**src/rtl/reg_hazard_scoreboard.sv**
```systemverilog
// Decode-stage register-use decoder plus in-flight destination scoreboard.
// Produces per-operand bypass selects, a decode stall and a busy-register mask.
module reg_hazard_scoreboard #(
   parameter int unsigned NREG     = 32,
   parameter int unsigned RW       = 5,
   parameter int unsigned DEPTH    = 3,
   parameter int unsigned LOAD_LAT = 2,
   parameter int unsigned FWD_EN   = 1,
   parameter int unsigned FW       = $clog2(DEPTH + 1)
) (
   input  logic            clk,
   input  logic            rst_n,
   input  logic            id_valid,
   input  logic [31:0]     id_instr,
   input  logic            id_wr_en,
   input  logic [RW-1:0]   id_wr_reg,
   input  logic            id_is_load,
   input  logic            advance,
   input  logic            flush,
   output logic            use_a,
   output logic            use_b,
   output logic [RW-1:0]   src_a,
   output logic [RW-1:0]   src_b,
   output logic [FW-1:0]   fwd_a,
   output logic [FW-1:0]   fwd_b,
   output logic            stall,
   output logic [NREG-1:0] busy_mask
);

   logic [5:0]    op, funct;
   logic [RW-1:0] rs, rt;
   logic          unused_instr_bits;

   // Entry k = 1 is EX, k = DEPTH is WB
   logic [DEPTH:1] ent_v;
   logic [DEPTH:1] ent_ld;
   logic [RW-1:0]  ent_reg [1:DEPTH];

   logic          hit_a, hit_b, ld_a, ld_b, chk_a, chk_b, hz_a, hz_b;
   logic [FW-1:0] idx_a, idx_b;

   assign op     = id_instr[31:26];
   assign funct  = id_instr[5:0];
   assign rs     = id_instr[25:21];
   assign rt     = id_instr[20:16];
   assign unused_instr_bits = ^id_instr[15:6];

   // Youngest valid entry targeting r: returns {hit, is_load, stage index}
   function automatic logic [FW+1:0] lookup(input logic [RW-1:0] r,
                                            input logic [DEPTH:1] v,
                                            input logic [DEPTH:1] ld,
                                            input logic [RW-1:0] regs [1:DEPTH]);
      logic [FW+1:0] res;
      res = '0;
      // Scan oldest to youngest so the smallest matching k is the one kept
      for (int unsigned k = DEPTH; k >= 1; k--) begin
         if (v[k] && regs[k] == r) res = {1'b1, ld[k], FW'(k)};
      end
      return res;
   endfunction

   // Source-field decode
   always_comb begin
      use_a = 1'b0;
      use_b = 1'b0;
      src_a = rs;
      src_b = rt;
      if (op == 6'b000000) begin
         case (funct)
            6'b100000, 6'b100001, 6'b100010, 6'b100100,
            6'b100101, 6'b100111, 6'b101010, 6'b101011: begin
               use_a = 1'b1;
               use_b = 1'b1;
            end
            6'b000000, 6'b000010, 6'b000011: use_b = 1'b1;
            6'b000100, 6'b000110, 6'b000111: begin
               use_a = 1'b1;
               use_b = 1'b1;
            end
            6'b001100: begin
               use_a = 1'b1;
               use_b = 1'b1;
               src_a = RW'(2);
               src_b = RW'(4);
            end
            default: ;
         endcase
      end else begin
         use_a = 1'b1;
         use_b = (op == 6'b000100) || (op == 6'b000101) || (op == 6'b101011);
      end
      if (!id_valid) begin
         use_a = 1'b0;
         use_b = 1'b0;
      end
   end

   // Hazard resolution per operand
   always_comb begin
      {hit_a, ld_a, idx_a} = lookup(src_a, ent_v, ent_ld, ent_reg);
      {hit_b, ld_b, idx_b} = lookup(src_b, ent_v, ent_ld, ent_reg);
      chk_a = use_a && (src_a != '0) && hit_a;
      chk_b = use_b && (src_b != '0) && hit_b;
      hz_a  = chk_a && !((FWD_EN != 0) && (!ld_a || 32'(idx_a) >= LOAD_LAT));
      hz_b  = chk_b && !((FWD_EN != 0) && (!ld_b || 32'(idx_b) >= LOAD_LAT));
      fwd_a = (chk_a && !hz_a) ? idx_a : '0;
      fwd_b = (chk_b && !hz_b) ? idx_b : '0;
      stall = (hz_a || hz_b) && id_valid && !flush;
   end

   // Busy mask from registered entries only
   always_comb begin
      busy_mask = '0;
      for (int unsigned k = 1; k <= DEPTH; k++) begin
         if (ent_v[k]) busy_mask[ent_reg[k]] = 1'b1;
      end
   end

   // Scoreboard shift pipeline; a stalled or flushed ID inserts a bubble
   always_ff @(posedge clk or negedge rst_n) begin
      if (!rst_n) begin
         ent_v  <= '0;
         ent_ld <= '0;
         for (int unsigned k = 1; k <= DEPTH; k++) ent_reg[k] <= '0;
      end else if (advance) begin
         for (int unsigned k = 2; k <= DEPTH; k++) begin
            ent_v[k]   <= ent_v[k-1];
            ent_ld[k]  <= ent_ld[k-1];
            ent_reg[k] <= ent_reg[k-1];
         end
         ent_v[1]   <= id_valid && id_wr_en && (id_wr_reg != '0) && !stall && !flush;
         ent_ld[1]  <= id_is_load;
         ent_reg[1] <= id_wr_reg;
      end
   end

endmodule

```
**config.mk**
```make
export PLATFORM = sky130hd
export DESIGN_NAME = reg_hazard_scoreboard
export DESIGN_NICKNAME = d
export VERILOG_FILES = /design/src/rtl/reg_hazard_scoreboard.sv
export SDC_FILE = /design/constraint.sdc
export NUM_CORES = 1
export LEC_CHECK = 0
export BUFFER_PORTS_ARGS = -buffer_cell sky130_fd_sc_hd__buf_2
export CAP_MARGIN = 20
export CELL_PAD_IN_SITES_DETAIL_PLACEMENT = 0
export CELL_PAD_IN_SITES_GLOBAL_PLACEMENT = 1
export CORE_MARGIN = 10
export CORE_UTILIZATION = 37
export DETAILED_ROUTE_END_ITERATION = 10
export GPL_TIMING_DRIVEN = 0
export PLACE_DENSITY_LB_ADDON = 0.1
export SLEW_MARGIN = 20
export SYNTH_ARGS = -nofsm -noshare
export SYNTH_HDL_FRONTEND = slang
export SYNTH_SLANG_ARGS = --single-unit
```
**constraint.sdc**
```tcl
create_clock -name clk -period 8.2 [get_ports clk]
set_clock_uncertainty 0.15 [all_clocks]
set_input_delay 1.64 -clock clk [delete_from_list [all_inputs] [get_ports clk]]
set_output_delay 1.64 -clock clk [all_outputs]
set_load 0.03 [all_outputs]
```
# Word-level counts from Yosys, hierarchy flattened
# Cells that the tools add are included.
op_classes:
  n_lt_le_gt_ge: 8
  eq_ne: 23
  n_mux: 27
  bitwise_logic: 2
  reduce_logical: 43
ops:
  columns: ["op", "n"]
  rows:
  - ["32-bit 2-to-1 mux", 3]
  - ["32-bit OR", 2]
  - ["6-bit == test, second input constant", 9]
  - ["5-bit == test", 6]
  - ["6-bit by 3-bit == test with 1-bit output, second input constant", 5]
  - ["4-bit 2-to-1 mux", 6]
  - ["1-bit logical AND", 23]
  - ["5-bit 2-to-1 mux", 4]
  - ["5-bit by 6-bit less-than comparator with 1-bit output, second input constant", 3]
  - ["1-bit demux with 5-bit select", 3]
  - ["5-bit by 1-bit greater-or-equal comparator with 1-bit output, second input constant", 3]
  - ["5-bit nonzero test", 3]
  - ["15-bit OR reduction", 1]
  - ["6-bit by 2-bit == test with 1-bit output, second input constant", 2]
  - ["6-bit zero test", 2]
  - ["12-bit OR reduction", 1]
  - ["1-bit 2-to-1 mux", 9]
  - ["1-bit zero test", 8]
  - ["6-bit by 4-bit == test with 1-bit output, second input constant", 1]
  - ["1-bit logical OR", 5]
  - ["2-bit greater-or-equal comparator, second input constant", 2]
  - ["2-bit 2-to-1 mux", 2]
totals:
  regBits: 21
  in_bits: 44
  out_inout_bits: 49
  word_cells: 108

# Depth between registers and ports, before layout
# Gate-level depths: netlist of run 1.
depth:
  depth_word: 18
  depth_mapped: 8
  mapped_depth_nobuf: 6

# Worst setup path before layout of run 1
# No wires, ideal clock.
synth_path:
  path_type: "input port to output port"
  from: "input port id_instr[26]"
  to: "output port fwd_b[1]"
  arrival_time_ps: 3674
  required_ps: 6410
  slack_ps: 2736
  cell_stages: 7
  cell_sequence: "or3_1 -> nor4_4 -> buf_6 -> nor2_2 -> o32a_1 -> a2111o_1 -> a21oi_1"
synth_between:
  elab_chain_cells: 14
synth_rtl:
  columns: ["item", "line", "source"]
  rows:
  - ["start: declaration", "14", "input logic [31:0] id_instr,"]
  - ["6-bit zero test", "68", "if (op == 6'b000000) begin"]
  - ["5-bit 2-to-1 mux", "68", null]
  - ["5-bit == test", "57", "if (v[k] && regs[k] == r) res = {1'b1, ld[k], FW'(k)};"]
  - ["1-bit logical AND", "57", null]
  - ["4-bit 2-to-1 mux (3 in series)", "57", null]
  - ["2-bit greater-or-equal comparator / 1-bit zero test (equally long branches)", "105", "hz_b = chk_b && !((FWD_EN != 0) && (!ld_b || 32'(idx_b) >= LOAD_LAT));"]
  - ["1-bit logical OR", "105", null]
  - ["1-bit zero test", "105", null]
  - ["1-bit logical AND", "105", null]
  - ["1-bit zero test", "107", "fwd_b = (chk_b && !hz_b) ? idx_b : '0;"]
  - ["1-bit logical AND", "107", null]
  - ["2-bit 2-to-1 mux (*)", "107", null]
  - ["end: declaration", "25", "output logic [FW-1:0] fwd_b,"]
# Every way passes the cells marked *; elsewhere a longest branch is shown, timed or not.

# Worst setup path in the final report of run 1
layout_path:
  from: "input port id_instr[1]"
  to: "output port fwd_b[0]"
layout_between:
  elab_chain_cells: 15
layout_rtl:
  columns: ["item", "line", "source"]
  rows:
  - ["6-bit by 4-bit == test with 1-bit output", "69", "case (funct)"]
  - ["5-bit 2-to-1 mux", "69", null]
  - ["5-bit 2-to-1 mux", "68", null]
  - ["5-bit == test", "57", null]
  - ["1-bit logical AND", "57", null]
  - ["4-bit 2-to-1 mux (3 in series)", "57", null]
  - ["2-bit greater-or-equal comparator / 1-bit zero test (equally long branches)", "105", null]
  - ["1-bit logical OR", "105", null]
  - ["1-bit zero test", "105", null]
  - ["1-bit logical AND", "105", null]
  - ["1-bit zero test", "107", null]
  - ["1-bit logical AND", "107", null]
  - ["2-bit 2-to-1 mux (*)", "107", null]
# Marks and branches as above.

==> results of run 1 <==
## cell families (layout without fill, tap and decap cells)
kind of cell / Yosys count / in the layout / synth area share, %
compound gates: 86 / 86 / 25.7
flops: 19 / 19 / 19.4
xor+xnor: 7 / 7 / 2.50
buf+inv: 44 / 128 / 7.05
mux: 13 / 13 / 5.83
simple gates: 188 / 188 / 39.5
## worst max-delay path, stage by stage
cell and delay [ns]:
buf_2 0.12, nor4bb_1 0.41, nand4_1 0.25, clkbuf_1 0.29
clkbuf_1 0.30, nand2_1 0.18, a21oi_1 0.10, and3_1 0.21
o31ai_2 0.25, buf_2 0.24
## cell type report
class	instances	area, µm²	share of cell area (%)
well taps	77	96.3	3.22
repair buffers	80	400	13.4
clock inverters	1	5.00	0.167
flip-flops and latches	19	475	15.9
multi-input cells	294	1800	60.2
clock buffers	3	41.3	1.38
inverters	20	75.1	2.51
plain buffers	24	97.6	3.26
## synthesized netlist by cell type, types with 9 or more instances
master    count
o21ai_0      12
nand2_1      81
a22oi_1      30
a21oi_1       9
inv_1        19
mux2_2       10
clkbuf_1     23
nor2_1       17
dfrtp_1      19
nor2b_1       9
nor3_1       17
nand2b_1     11
## power breakdown
part | leakage [nW] | internal (mW) | switching (mW) | total (mW)
logic | 1.17 | 0.0466 | 0.104 | 0.151
clock network | 0.0255 | 0.0338 | 0.0314 | 0.0652
registers | 0.233 | 0.104 | 0.0124 | 0.117
## layer usage
layer  up-vias  part of all wire [%]
met5         -                     0
met2       185                    46
li1       1482                     -
met4         0                  0.88
met1      1505                    43
met3         9                    10
## how the worst max path moves through the flow
stage	from	to	cells past startpoint	slack (ns)
final	id_instr[1]	fwd_b[0]	10	2.43
after global routing	id_instr[2]	fwd_b[0]	10	2.20
after CTS	id_instr[1]	fwd_b[0]	10	2.44
after detailed placement	id_instr[1]	fwd_b[0]	10	2.44
after global placement	id_instr[1]	fwd_b[0]	10	2.43
after floorplan	id_instr[26]	fwd_b[1]	7	2.74
## metrics by stage
stage                     area (µm²)  hold WS [ns]
after CTS                       2990         0.456
final                           2990         0.456
after detailed placement        2950         0.440
after global placement          2950         0.434
after global routing            2990         0.489
after floorplan                 2450         0.361
==> results.toml, run 1 <==
[placed_design]
dpl.hpwl_mm = 7.75
portBuffers = 80
routabilityCongestion = 0.907
numPlacedInstances = 514
pre_cts_ws_ns = 2.44

[routing]
post_drt_wl_per_cell_um = 19.7
wirelength_mm = 10.2
vias = 3181
drc = 0
drtIter0Drc = 445
viasPerCell = 6.14
ant_nets = 0
firstDrtPassIters = 7

[setup_path]
critical_path.max_fanout = 10
r2r_cells = 8
cp.arrival_ns = 3.98
start_kind = "input port"
r2r_slack_ns = 5.84
crit_required_ns = 6.41
crit_type = "input port to primary output"
regToRegEndpoint = "ent_v[1]"
regToRegStartpoint = "ent_reg[11]"
cp-end-kind = "primary output"

[finish]
fin_util_pct = 46.8
layout-drive-gt1-share_pct = 22.7
diodes = 0
largest_reg_flops = 15
area_growth_syn_to_layout_pct = 22.2
final_cells = 518
final_cell_mix = "81 x nand2_1, 80 x buf_2, 30 x a22oi_1, 23 x clkbuf_1"
final_common_cell = "nand2_1"
fin_nets = 486
final.fill_count = 708

[logic_synthesis]
avgSynthCellArea_um2 = 6.86
ys_warn_count = 0
synth_ff_type = "dfrtp_1"
synth-async-reset-ratio_pct = 100
synth_seq_cells = 19
syn_area_um2 = 2450
synth_top_area_cell = "dfrtp_1"
synth_cell_types = 56
synth_edf_count = 0
synthTopCellsByArea = "dfrtp_1 19%, nand2_1 12%, a22oi_1 9.2%"
synth_nets = 401
yosys.area.top_type_share_pct = 19.4
seq_area_frac_synth_pct = 19.4
synth_cells = 357

[power]
power_mw = 0.333
ir_drop_mv = 0.137
cellPowerDensity_nw_per_um2 = 111
leakage_nw = 1.43

[min_path]
hold_class = "register to register"
min_path_cells = 1
hp-start = "ent_ld[1]"
holdPathEnd = "ent_ld[1]"

[timing]
rsz0062_at_grt = "no"
setup_ws_ns = 2.43
hold_viol_final = 0
min_period_ns = 5.77
setup_tns_ns = 0
min_period_over_period_pct = 70.4
fmax_ghz = 0.173
finalSetupViolCount = 0
worst_slew_pin_slew_ns = 1.21
relSlewSlack_pct = 18.9
finalMaxSlewViolations = 0

[clock_network]
clk_latency_ns = 0.26
cts_tree = "yes"
cts_hold_buf = 0
cts_buffers = 3
clkSlewWorstSetupHoldPaths_ns = 0.07
cts-htree-levels = 1
cts_root_buf = "clkbuf_8"
clockBufferDepth = 2
postCtsResizedCells = 0
clkSinkCount = 19
postCtsSetupBuffers = 0

[floorplan]
core_um2 = 6390
ioPinCount = 93
die_area_um2 = 10300
core.rowCount = 29
die_w_um = 101
start_util_pct = 38.3
die_h_um = 101

[global_routing]
grt_max_degree = 20
grt.busiest_layer = "met2"
met1_usage_pct = 26.6
antenna_found_initial = 0
grt_use_met2_pct = 29.2
grt_first_pass_wirelength_mm = 16.1
grt_usage_pct = 18.9
grt_overflow = 0
grt.met3_usage_pct = 3.06
grt_pass1_vias = 3039

[run_status]
status = "finished clean"

[job]
drv_cap = 0
Power figures use the tool's default switching activity.
==> inputs of run 2 (changes only) <==
CORE_UTILIZATION = 34   (was 37)
clock period = 5.9 ns   (was 8.2 ns; I/O delays follow)
==> run 2 against run 1 <==
Against the previous run:
- via count fell by 2.5%
- global-route usage fell by 1.7 points
- non-clock buffer count did not move
- critical path depth did not move
- register-to-register slack got worse by 2.4 ns
- first-iteration DRC count fell by 29%
- clock power rose by 34%
- hold slack improved by 0.025 ns
- clock-buffer cell count did not move
- die area rose by 7.1%
- critical path type unchanged
- critical endpoint is now fwd_a[0]
- largest power group unchanged
- highest routed layer unchanged
==> results.toml, run 2 (synthesis results as in run 1) <==
[floorplan]
ioPinCount = 93
core_um2 = 6910
core.rowCount = 30
start_util_pct = 35.5
die_w_um = 105
die_area_um2 = 11000
die_h_um = 105

[clock_network]
clkSlewWorstSetupHoldPaths_ns = 0.07
clk_latency_ns = 0.24
clockBufferDepth = 2
postCtsSetupBuffers = 0
cts_hold_buf = 0
cts_root_buf = "clkbuf_8"
cts_tree = "yes"
postCtsResizedCells = 0
clkSinkCount = 19
cts-htree-levels = 1
cts_buffers = 3

[global_routing]
grt_max_degree = 20
grt_overflow = 0
grt_pass1_vias = 2943
antenna_found_initial = 0
grt_first_pass_wirelength_mm = 16.0
grt_usage_pct = 17.2

[finish]
final_common_cell = "nand2_1"
layout-drive-gt1-share_pct = 22.9
largest_reg_flops = 15
area_growth_syn_to_layout_pct = 23.4
fin_nets = 486
diodes = 0
final_cell_mix = "81 x nand2_1, 80 x buf_2, 30 x a22oi_1, 23 x clkbuf_1"

[job]
drv_cap = 0

[power]
ir_drop_mv = 0.141
leakage_nw = 1.43
power_mw = 0.459
cellPowerDensity_nw_per_um2 = 152

[timing]
setup_tns_ns = 0
fmax_ghz = 0.203
worst_slew_pin_slew_ns = 1.17
hold_viol_final = 0
rsz0062_at_grt = "no"
fin_worst_hold_slack_ns = 0.481
min_period_ns = 4.93
relSlewSlack_pct = 21.6
finalMaxSlewViolations = 0
min_period_over_period_pct = 83.5
finalSetupViolCount = 0

[run_status]
status = "finished clean"

[setup_path]
crit_required_ns = 4.57
cp.arrival_ns = 3.60
cp-end-kind = "primary output"
start_kind = "input port"
crit_type = "input port to primary output"
critical_path.max_fanout = 10
regToRegStartpoint = "ent_reg[11]"
cp-startpoint = "id_instr[1]"

[placed_design]
routabilityCongestion = 0.911
dpl.hpwl_mm = 7.82
portBuffers = 80

[routing]
vias = 3102
viasPerCell = 5.78
firstDrtPassIters = 6
drc = 0
drtIter0Drc = 315
post_drt_wl_per_cell_um = 19.0
ant_nets = 0
wirelength_mm = 10.2

[min_path]
hold_class = "register to register"
hp-start = "ent_ld[1]"
## run 2: per-layer routing
metal / up-vias / wire length (µm) / track usage, %
met5: - / 0 / 0
met4: 0 / 96 / 2.84
li1: 1476 / - / -
met3: 10 / 842 / 1.47
met1: 1458 / 4680 / 24.7
met2: 158 / 4600 / 27.6
## run 2: worst paths after layout
| path | endpoint | slack (ns) | depth (start not counted) |
|---|---|---|---|
| min reg2reg | ent_ld[1] | 0.48 | 1 |
| max reg2reg | ent_v[1] | 3.46 | 8 |
| max | fwd_a[0] | 0.97 | 10 |
| min | ent_ld[1] | 0.48 | 1 |
| min in group asynchronous | ent_reg[8] | 0.71 | 1 |
| max in group asynchronous | ent_reg[5] | 4.59 | 1 |
## run 2: cell type report
class                      instances  area (µm²)
clock buffer                       3        41.3
sequential                        19         475
fill                             785        3890
inverter                          20        75.1
buffer                            24        97.6
multi-input combinational        294        1810
tap                               96         120
timing repair buffer              80         400
clock inverter                     1        5.00
## run 2: per-stage QoR
stage	instance area, µm²	util, %	std cells	setup WS, ns
finish	3020	43.7	537	0.973
global route	3020	43.7	537	0.841
CTS	3020	43.7	537	1.03
detailed placement	2970	43.0	533	1.03
global placement	2970	43.0	533	1.02
floorplan	2450	-	357	1.36
## run 2: worst max-delay path, cell delays in order
cell	delay, ns
buf_2	0.12
nor4bb_1	0.45
nand4_1	0.28
clkbuf_1	0.30
clkbuf_1	0.30
nor2_1	0.16
a31oi_1	0.09
or2_2	0.33
a21oi_1	0.16
buf_2	0.22
## run 2: power breakdown
group,leakage [nW],internal (mW),switching (mW)
logic,1.18,0.0649,0.143
registers,0.233,0.145,0.0181
clock network,0.0255,0.0468,0.0408
total,1.43,0.257,0.202
